[src/rtl/ipsxe_floating_point_norm_grs_v1_0.sv]
// Iterative leading-zero normalizer producing fraction plus round/sticky bits
// for the downstream round-to-nearest-even stage.
module ipsxe_floating_point_norm_grs_v1_0 #(
  parameter int W    = 23,
  parameter int RNE  = 5,
  parameter int IW   = 48,
  parameter int EW   = 8,
  parameter int STEP = 4
) (
  input  logic              i_clk,
  input  logic              i_rst,
  input  logic              i_valid,
  output logic              o_ready,
  input  logic [IW-1:0]     i_mant,
  input  logic [EW+1:0]     i_exp,
  output logic              o_valid,
  input  logic              i_ready,
  output logic [W+RNE-1:0]  o_before_rne,
  output logic [EW+1:0]     o_exp,
  output logic              o_zero
);

  localparam int XW  = EW + 2;
  localparam int OW  = W + RNE;
  localparam int LZW = $clog2(STEP + 1);

  typedef enum logic [1:0] {
    IDLE,
    NORM,
    DONE
  } state_t;

  state_t          state_q, state_d;
  logic [IW-1:0]   m_q, m_d;
  logic [XW-1:0]   e_q, e_d;
  logic [OW-1:0]   frac_q, frac_d;
  logic [XW-1:0]   exp_q, exp_d;
  logic            zero_q, zero_d;

  logic [LZW-1:0]  lz;
  logic            found;
  logic [OW-1:0]   frac_pack;

  // Leading zeros in the top STEP bits; STEP means the window is empty.
  always_comb begin
    lz    = LZW'(STEP);
    found = 1'b0;
    for (int i = 0; i < STEP; i++) begin
      if (!found && m_q[IW-1-i]) begin
        lz    = LZW'(i);
        found = 1'b1;
      end
    end
  end

  // Hidden bit dropped; everything under the kept field folds into sticky.
  assign frac_pack = {m_q[IW-2 -: OW-1], |m_q[IW-OW-1:0]};

  assign o_ready = (state_q == IDLE) & ~i_rst;

  always_comb begin
    state_d = state_q;
    m_d     = m_q;
    e_d     = e_q;
    frac_d  = frac_q;
    exp_d   = exp_q;
    zero_d  = zero_q;
    unique case (state_q)
      IDLE: begin
        if (i_valid && o_ready) begin
          m_d = i_mant;
          e_d = i_exp;
          if (i_mant == '0) begin
            state_d = DONE;
            zero_d  = 1'b1;
            frac_d  = '0;
            exp_d   = '0;
          end else begin
            state_d = NORM;
          end
        end
      end
      NORM: begin
        if (lz == '0) begin
          state_d = DONE;
          frac_d  = frac_pack;
          exp_d   = e_q;
          zero_d  = 1'b0;
        end else begin
          m_d = m_q << lz;
          e_d = e_q - XW'(lz);
        end
      end
      DONE: begin
        if (i_ready) begin
          state_d = IDLE;
        end
      end
      default: state_d = IDLE;
    endcase
  end

  always_ff @(posedge i_clk) begin
    if (i_rst) begin
      state_q <= IDLE;
      m_q     <= '0;
      e_q     <= '0;
      frac_q  <= '0;
      exp_q   <= '0;
      zero_q  <= 1'b0;
    end else begin
      state_q <= state_d;
      m_q     <= m_d;
      e_q     <= e_d;
      frac_q  <= frac_d;
      exp_q   <= exp_d;
      zero_q  <= zero_d;
    end
  end

  assign o_valid      = (state_q == DONE);
  assign o_before_rne = frac_q;
  assign o_exp        = exp_q;
  assign o_zero       = zero_q;

endmodule

[config.mk]
export PLATFORM = sky130hd
export DESIGN_NAME = ipsxe_floating_point_norm_grs_v1_0
export DESIGN_NICKNAME = d
export VERILOG_FILES = /design/src/rtl/ipsxe_floating_point_norm_grs_v1_0.sv
export SDC_FILE = /design/constraint.sdc
export NUM_CORES = 1
export LEC_CHECK = 0
export ABC_CLOCK_PERIOD_IN_PS = 2700
export CORE_ASPECT_RATIO = 0.5
export CORE_UTILIZATION = 34
export CTS_CLUSTER_DIAMETER = 200
export DETAILED_ROUTE_END_ITERATION = 6
export PLACE_DENSITY = 0.54
export SLEW_MARGIN = 40
export SYNTH_ARGS = -nofsm -noshare
export SYNTH_HDL_FRONTEND = slang
export SYNTH_SLANG_ARGS = --single-unit
[constraint.sdc]
create_clock -name i_clk -period 2.7 [get_ports i_clk]
set_clock_uncertainty 0.2 [all_clocks]
set_input_delay 0.27 -clock i_clk [delete_from_list [all_inputs] [get_ports i_clk]]
set_output_delay 0.27 -clock i_clk [all_outputs]
set_load 0.01 [all_outputs]
Word-level counts from Yosys, hierarchy flattened

Index checks and enable logic that the tools add are counted.

Logic and storage cells: 62
Register bits after elaboration: 99
Input bits: 62
Output and inout port bits: 41

Mux-type cells: 30
Add/sub/neg operators: 1
Bitwise gates (word level): 2
Shift-type cells: 1
Equality and inequality tests: 7
Reduce and logical (&&, ||, !) cells: 15

Operators with widths:

| operator             | number |
|---|---|
| $mux W48             | 2 |
| $pmux W48 S2         | 1 |
| $mux W28             | 3 |
| $pmux W28 S2         | 1 |
| $mux W10             | 5 |
| $logic_not A48 Y1    | 1 |
| $shl A48 B3 Y48      | 1 |
| $pmux W10 S2         | 2 |
| $reduce_or A20 Y1    | 1 |
| $mux W3              | 4 |
| $sub A10 B3 Y10      | 1 |
| $mux W2              | 4 |
| $mux W1              | 6 |
| $ne A2 B1 Y1 const B | 3 |
| $pmux W2 S3          | 1 |
| $reduce_and A3 Y1    | 2 |
| $logic_and A1 B1 Y1  | 4 |
| $ne A2 B2 Y1 const B | 2 |
| $reduce_and A4 Y1    | 1 |
| $logic_not A1 Y1     | 3 |
| $logic_not A3 Y1     | 1 |
| $eq A2 B1 Y1 const B | 1 |
| $eq A2 B2 Y1 const B | 1 |
| $logic_not A2 Y1     | 1 |
| 4 further kinds      | 4 |

Longest topological paths before layout

Gate-level depths: netlist (run 1).

Word-level depth: 13
Depth in mapped cells: 12
Mapped depth without buffers: 10

Worst setup path after synthesis (run 1)

Ideal clock, no wire load.

Kind: register -> register
Start point: reg m_q[47]
End point: reg e_q[6]
Clock period less this slack: 2.735 ns
Stages on the path, launching flop included: 11
Path slack: -0.035 ns
Library setup time: 0.135 ns
Arrival time: 2.400 ns
Path buffers: 2
Required time: 2.365 ns
Path through: dfxtp_1 buf_2 nor4_4 inv_2 clkbuf_1 ha_1 or3_1 a21o_1 or2_0 o32ai_1 a211oi_1

Longest elaborated chain between the ends: 13
Elaborated cells between the ends (all ways): 19
Those cells by class: add/sub (1); eq/ne (1); mux (9); reduce/logical (8)

Ends and longest elaborated chain:

| item                                                       | line   | RTL |
|---|---|---|
| from (decl)                                                | 34     | `logic [IW-1:0] m_q, m_d;` |
| from (signal assigned)                                     | 113    | `m_q <= m_d;` |
| $mux W1                                                    | 49     | `if (!found && m_q[IW-1-i]) begin` |
| $logic_not A1 Y1                                           | 49     |  |
| $logic_and A1 B1 Y1                                        | 49     |  |
| $mux W1                                                    | 49     |  |
| $logic_not A1 Y1                                           | 49     |  |
| $logic_and A1 B1 Y1                                        | 49     |  |
| $mux W1                                                    | 49     |  |
| $logic_not A1 Y1                                           | 49     |  |
| $logic_and A1 B1 Y1                                        | 49     |  |
| $mux W3 *                                                  | 49     |  |
| $sub A10 B3 Y10 / $logic_not A3 Y1 (equally long branches) | 91, 84 |  |
| $mux W10 / $ne A2 B2 Y1 (equally long branches)            | n/a    |  |
| $pmux W10 S2 / $reduce_and A3 Y1 (equally long branches)   | n/a    |  |
| to (signal assigned)                                       | 107    | `e_q <= '0;` |
| to (signal assigned)                                       | 114    | `e_q <= e_d;` |
| to (decl)                                                  | 35     | `logic [XW-1:0] e_q, e_d;` |

Mark *: on every way between the ends. The rest lies on a longest branch, timed or not. The select of a mux whose other input is x is not followed.
A chain may end at the register's enable or synchronous reset.

Worst setup path in the final report (run 1)

Start point: reg m_q[45]
End point: reg e_q[6]

Longest elaborated chain between the ends: 8
Elaborated cells between the ends (all ways): 12
Those cells by class: add/sub (1); eq/ne (1); mux (5); reduce/logical (5)

Ends and longest elaborated chain:

| item                                                       | line |
|---|---|
| $logic_and A1 B1 Y1 *                                      | 49 |
| $mux W1                                                    | 49 |
| $logic_not A1 Y1                                           | 49 |
| $logic_and A1 B1 Y1                                        | 49 |
| $mux W3 *                                                  | 49 |
| $sub A10 B3 Y10 / $logic_not A3 Y1 (equally long branches) | 91, 84 |
| $mux W10 / $ne A2 B2 Y1 (equally long branches)            | n/a |
| $pmux W10 S2 / $reduce_and A3 Y1 (equally long branches)   | n/a |

Marked as above.

==> results of run 1 <==
cell families after synthesis:
logic type               after synthesis  synth area share [%]
AO/OA/AOI/OAI                        328                  37.5
adder cells (fa/ha/maj)                3                 0.586
buffers and inverters                120                  8.17
flip-flops                            99                  31.0
multiplexers                          10                  1.68
AND/OR/NAND/NOR                      272                  21.1
how the worst max path moves through the flow:
| stage | end | depth (start not counted) | start |
|---|---|---|---|
| floorplan | e_q[6] | 10 | m_q[44] |
| global placement | o_exp[1] | 7 | i_mant[35] |
| detailed placement | o_before_rne[16] | 7 | i_mant[35] |
| CTS | e_q[6] | 10 | m_q[44] |
| global route | e_q[6] | 8 | m_q[45] |
| finish | e_q[6] | 8 | m_q[45] |
state kept, by name, summed over array words and instances (netlist names):
register and cells:
m_q 48, o_zero 1, o_exp 10, e_q 10
state_q 2, o_before_rne 28
cell usage after synthesis (5+ instances only):
cell type and instances:
a41oi_1 12, nor3_1 15, nand2b_1 5, clkbuf_1 70, nor2_1 20, o211ai_2 10
inv_1 7, nor4_1 14, buf_2 24, a31oi_1 29, o221ai_1 32, buf_1 9
o211ai_1 63, mux2_2 6, o31ai_1 6, or3_1 5, a211oi_1 7, a31o_2 12
a21oi_1 62, o221a_2 18, nor2b_1 8, nor4_2 5, nand3_1 61, o21ai_0 41
dfxtp_1 99, nand2_1 114
metal layers:
metal | GRT usage (%) | part of all wire [%] | vias to the layer above
li1 | - | - | 3293
met1 | 36.8 | 49 | 3355
met2 | 33.9 | 41 | 295
met5 | 0 | 0 | -
met4 | 7.75 | 2.1 | 0
met3 | 5.13 | 7.5 | 32
layout make-up:
| type | count | area [sq um] |
|---|---|---|
| Inverter | 9 | 33.8 |
| Timing Repair Buffer | 151 | 1480 |
| Fill cell | 1856 | 10400 |
| Clock inverter | 6 | 45.0 |
| Tap cell | 259 | 324 |
| Clock buffer | 10 | 239 |
| Sequential cell | 99 | 1980 |
| Multi-Input combinational cell | 613 | 3930 |
through the flow:
step	hold WS [ns]	total power [mW]	setup WS, ns
2_1_floorplan	0.225	4.58	0.00714
3_3_place_gp	0.264	5.80	-0.183
3_5_place_dp	0.267	5.82	-0.157
4_1_cts	0.281	7.14	0.165
5_1_grt	0.298	7.64	0.0171
6_report	0.275	7.17	0.169
power groups by stage:
stage	Sequential (mW)	Combinational (mW)	Clock, mW
after floorplan	1.96	2.62	0
after global placement	2.33	3.47	0
after detailed placement	2.33	3.49	0
after CTS	2.30	3.50	1.34
after global routing	2.37	3.88	1.39
final	2.32	3.53	1.31
worst reg2reg max path: cells and delay by family, from the launching register on:
kind / cells / cell delay (ns)
AO/OA/AOI/OAI: 3 / 0.56
AND/OR/NAND/NOR: 3 / 0.90
adder cells (fa/ha/maj): 1 / 0.22
buffers and inverters: 1 / 0.08
flip-flops: 1 / 0.44
timing repair:
action | CTS | global route
hold endpoints to repair | 0 | 0
setup endpoints to repair | 0 | 1
gates resized for setup | 0 | 2
==> reports/qor.yml, run 1 <==
outcome:
  status: "finished, final reports clean"
worst_setup_path:
  worst_r2r_endpoint: "e_q[6]"
  arrival_ns: 2.56
  critPathMaxFanout: 9
  end_kind: "register"
  crit_slowest_cell: "dfxtp_1"
  r2r-start: "m_q[45]"
  cpLargestDelayFamily: "simple AND/OR/NAND/NOR gates"
  rr_worst_depth: 8
  worst-r2r-setup-slack_ns: 0.17
  max_stage_delay_ns: 0.44
  critPathKind: "reg -> reg"
  path_cells: "nor4_4 > inv_2 > ha_1 > or3_1 > a21o_1 > or2_0 > o32ai_1 > a211oi_1"
  worstPathRequired_ns: 2.73
  crit_buf_inv: 1
  startpoint_type: "register"
power_and_ir_drop:
  power_density_nw_per_um2: 892
  p_clk_share_pct: 18.3
  p_leak_nw: 2.55
  vdd_drop_max_mv: 0.409
  p_int_mw: 3.75
  swShare_pct: 47.7
  p_sw_mw: 3.42
  p_comb_share_pct: 49.3
  p_seq_share_pct: 32.4
clocking:
  numCtsBuffers: 9
  clock_latency_ns: 0.36
  cts_tree: "done"
  clock-sinks: 99
  post_cts_buffers: 0
  cts-hold-fix-buffers: 0
  clockBufferDepth: 2
  clk_pin_slew_ns: 0.08
  cts-htree-levels: 3
  cts_root_buf: "clkbuf_16"
global_routing:
  grt_overflow_total: 0
  grt_pass1_vias: 6570
  grt_max_degree: 55
  grt_pass1_wl_mm: 37.5
  antenna_found_initial: 0
  grtUsageTotal_pct: 24.4
logic_synthesis:
  ys_async_sr_fraction_pct: 0
  syn_inst: 832
  synth_flop_cell: "dfxtp_1"
  synth_top_area_cell: "dfxtp_1"
  synthDistinctLibCells: 72
  syn_area_sq_um: 6400
  yosysTopAreaCellShare_pct: 31.0
  synthesis.nets: 897
  yosysSeqAreaShare_pct: 31.0
  synth_edf_count: 0
  synth_area_leaders: "dfxtp_1, o211ai_1, nand2_1"
  syn_avg_cell_area_sq_um: 7.70
  ys_ff_latch: 99
  yosysWarnings: 0
timing:
  setup_viol: 0
  hold_viol: 0
  slew_headroom_pct: 57.8
  drv_slew: 0
  worst_pin_slew_ns: 0.631
  fmax_ghz: 0.395
  timing.final.crit_period_ns: 2.53
  setup_tns_ns: 0
  grt_setup_unrepaired: "no"
  finalCritPeriodShare_pct: 93.7
final_layout:
  mostFrequentLayoutCell: "nand2_1"
  stdcell_area_sq_um: 8030
  drive_above_1_share_pct: 15.4
  final_nets: 948
  utilization_pct: 43.6
  final_cells: 1147
  area_delta_synth_final_pct: 25.5
  final_cell_mix: "nand2_1, clkdlybuf4s50_1, dfxtp_1"
  antennaDiodeCount: 0
worst_hold_path:
  min-delay-start: "o_before_rne[4]"
  min_to: "o_before_rne[4]"
  hold_depth: 2
  min_path_type: "reg -> reg"
detailed_routing:
  vias: 6975
  drt_iter0_drc: 614
  wire_per_inst_microns: 20.2
  ant_nets: 0
  dr.pass1.iters: 6
  routed_wl_mm: 23.2
  drc_errors: 0
  drt-vias-per-instance: 6.08
placement:
  gp_congestion: 0.851
  dp_hpwl_mm: 15.8
  portBuffers: 102
  dpl_cell_area_sq_um: 7750
  dpl.cell_count: 1131
die:
  ios: 103
  core_area_sq_um: 18400
  core.rowCount: 35
  die_x_microns: 196
  initial_core_util_pct: 34.7
  dieHeight_microns: 99.0
  dieArea_sq_um: 19400
run:
  max_cap_violations: 0
No activity file was read; power rests on OpenSTA's default activity.
==> inputs of run 2 (changes only) <==
Settings changed: CORE_MARGIN from default to 10, CTS_CLUSTER_SIZE from default to 10.
==> run 2 against run 1 <==
Via count down 0.14%. Critical path depth unchanged. Hold slack better by 0.0015 ns. Largest cell class unchanged. Highest routed layer unchanged.
==> reports/qor.yml, run 2 (synthesized netlist as in run 1, its figures left out) <==
final_layout:
  n_fill_cell: 1864  # was 1,856
  utilization_pct: 43.7  # was 43.6%
  top_register: "m_q"  # unchanged
  mostFrequentLayoutCell: "nand2_1"  # unchanged
  antennaDiodeCount: 0  # unchanged
  final_cell_mix: "nand2_1, clkdlybuf4s50_1, dfxtp_1"  # unchanged
  final_cells: 1146  # was 1,147
  largest_reg_flops: 48  # unchanged
  area_delta_synth_final_pct: 25.9  # was 25.5%
  final_nets: 947  # was 948
  drive_above_1_share_pct: 15.4  # about the same
die:
  initial_core_util_pct: 34.7  # unchanged
  die_x_microns: 214  # was 196 microns
  core_area_sq_um: 18400  # unchanged
  dieArea_sq_um: 25100  # was 19,400 sq um
  dieHeight_microns: 117  # was 99.0 microns
  core.rowCount: 35  # unchanged
  ios: 103  # unchanged
worst_setup_path:
  path_cells: "clkdlybuf4s50_1 > nor4_1 > buf_4 > nand4_1 > or4_1 > buf_12 > o211ai_1 > a21oi_1"  # was nor4_4 > inv_2 > ha_1 > or3_1 > a21o_1 > or2_0 > o32ai_1 > a211oi_1
  r2r-start: "m_q[44]"  # was m_q[45]
  crit_start: "i_mant[37]"  # was m_q[45]
  crit_buf_inv: 3  # was 1
  worstPathRequired_ns: 2.72  # was 2.73 ns
  startpoint_type: "input pin"  # was register
  rr_worst_depth: 10  # was 8
  worst-r2r-setup-slack_ns: 0.19  # was 0.17 ns
  critPathMaxFanout: 40  # was 9
  end_kind: "register"  # unchanged
  critPathKind: "in -> reg"  # was reg -> reg
  crit_end: "o_exp[1]"  # was e_q[6]
  cpLargestDelayFamily: "simple AND/OR/NAND/NOR gates"  # unchanged
  crit_slowest_cell: "nor4_1"  # was dfxtp_1
  path_depth: 8  # unchanged
  worst_r2r_endpoint: "e_q[6]"  # unchanged
  arrival_ns: 2.57  # was 2.56 ns
  max_stage_delay_ns: 0.52  # was 0.44 ns
timing:
  hold_viol: 0  # unchanged
  drv_slew: 0  # unchanged
  slew_headroom_pct: 59.0  # was 57.8%
  finalCritPeriodShare_pct: 94.2  # was 93.7%
  fmax_ghz: 0.393  # was 0.395 GHz
  timing.final.crit_period_ns: 2.54  # was 2.53 ns
  grt_setup_unrepaired: "no"  # unchanged
  worst_pin_slew_ns: 0.615  # was 0.631 ns
  setup_viol: 0  # unchanged
detailed_routing:
  drt-vias-per-instance: 6.08  # about the same
  vias: 6965  # was 6,975
  dr.pass1.iters: 6  # unchanged
  wire_per_inst_microns: 21.0  # was 20.2 microns
  ant_nets: 0  # unchanged
  drt_iter0_drc: 755  # was 614
  drc_errors: 0  # unchanged
  routed_wl_mm: 24.1  # was 23.2 mm
global_routing:
  grt_overflow_total: 0  # unchanged
  grt_pass1_vias: 6658  # was 6,570
  gr-usage-met3_pct: 4.18  # was 5.13%
  grtUsageTotal_pct: 18.7  # was 24.4%
  grt_max_degree: 55  # unchanged
  antenna_found_initial: 0  # unchanged
  grtUsageMet1_pct: 26.9  # was 36.8%
  use_met2_pct: 27.5  # was 33.9%
  top_usage_layer: "met2"  # was met1
  grt_pass1_wl_mm: 38.3  # was 37.5 mm
clocking:
  clock_latency_ns: 0.37  # was 0.36 ns
  numCtsBuffers: 9  # unchanged
  clk_pin_slew_ns: 0.08  # about the same
  cts_root_buf: "clkbuf_16"  # unchanged
  clockBufferDepth: 2  # unchanged
  clock-sinks: 99  # unchanged
  cts_tree: "done"  # unchanged
  cts-hold-fix-buffers: 0  # unchanged
  cts-htree-levels: 3  # unchanged
run:
  max_cap_violations: 0  # unchanged
worst_hold_path:
  min_path_type: "reg -> reg"  # unchanged
  hold_depth: 2  # unchanged
power_and_ir_drop:
  power_density_nw_per_um2: 920  # was 892 nW/um^2
  vdd_drop_max_mv: 0.408  # was 0.409 mV
  p_leak_nw: 2.55  # about the same
outcome:
  status: "finished, final reports clean"  # unchanged
placement:
  dp_hpwl_mm: 16.5  # was 15.8 mm
  portBuffers: 102  # unchanged
  gp_congestion: 0.854  # was 0.851
  dpl.cell_count: 1130  # was 1,131
[run 2: metal layers]
layer	routed length, microns	up-vias
met5	0	-
met4	298	0
met3	1710	23
met2	10400	263
met1	11700	3389
li1	-	3290
[run 2: how the worst min path moves through the flow]
stage / slack (ns) / to / startpoint
CTS: 0.28 / o_before_rne[5] / o_before_rne[5]
global placement: 0.26 / o_before_rne[5] / o_before_rne[5]
detailed placement: 0.26 / o_exp[8] / o_exp[8]
global route: 0.30 / e_q[1] / i_exp[1]
floorplan: 0.22 / m_q[3] / i_mant[3]
finish: 0.28 / o_before_rne[3] / o_before_rne[3]
[run 2: repair_timing]
item | CTS | global route
gates resized for setup | 0 | 3
buffers inserted | 0 | 0
hold endpoints to repair | 0 | 0
setup endpoints to repair | 0 | 2
[run 2: layout make-up]
cell class | count | area [sq um] | area share (%)
Inverter | 9 | 33.8 | 0.419
Multi-Input combinational cell | 613 | 3930 | 48.7
Sequential cell | 99 | 1980 | 24.6
Tap cell | 259 | 324 | 4.02
Clock inverter | 7 | 114 | 1.41
Timing Repair Buffer | 150 | 1450 | 18.0
Clock buffer | 9 | 225 | 2.80
[run 2: tightest hold or removal path, stage by stage, from the launching register on]
cell      delay [ns]
dfxtp_1         0.33
o211ai_2        0.05
a21oi_1         0.05
[run 2: power breakdown]
group	internal, mW	leakage, nW	switching [mW]
Clock	0.839	0.166	0.678
Sequential	1.74	0.811	0.597
Combinational	1.35	1.57	2.21
[run 2: through the flow]
| step | worst slack [ns] | power, mW | hold WS [ns] | instance area [sq um] | setup TNS [ns] |
|---|---|---|---|---|---|
| 2_1_floorplan | 0.00714 | 4.58 | 0.225 | 6400 | 0 |
| 3_5_place_dp | -0.130 | 5.84 | 0.264 | 7720 | -4.21 |
| 4_1_cts | 0.111 | 7.36 | 0.278 | 8060 | 0 |
| 5_1_grt | 0.0196 | 7.85 | 0.301 | 8060 | 0 |
| 3_3_place_gp | -0.161 | 5.80 | 0.259 | 7720 | -5.65 |
| 6_report | 0.157 | 7.41 | 0.277 | 8060 | 0 |
==> inputs of run 3 (changes only) <==
Settings changed: CTS_CLUSTER_SIZE 10 to default, HOLD_SLACK_MARGIN from default to 0.06.
==> results of run 3 <==
Final layout, timing and power as in run 2 (identical DEF).
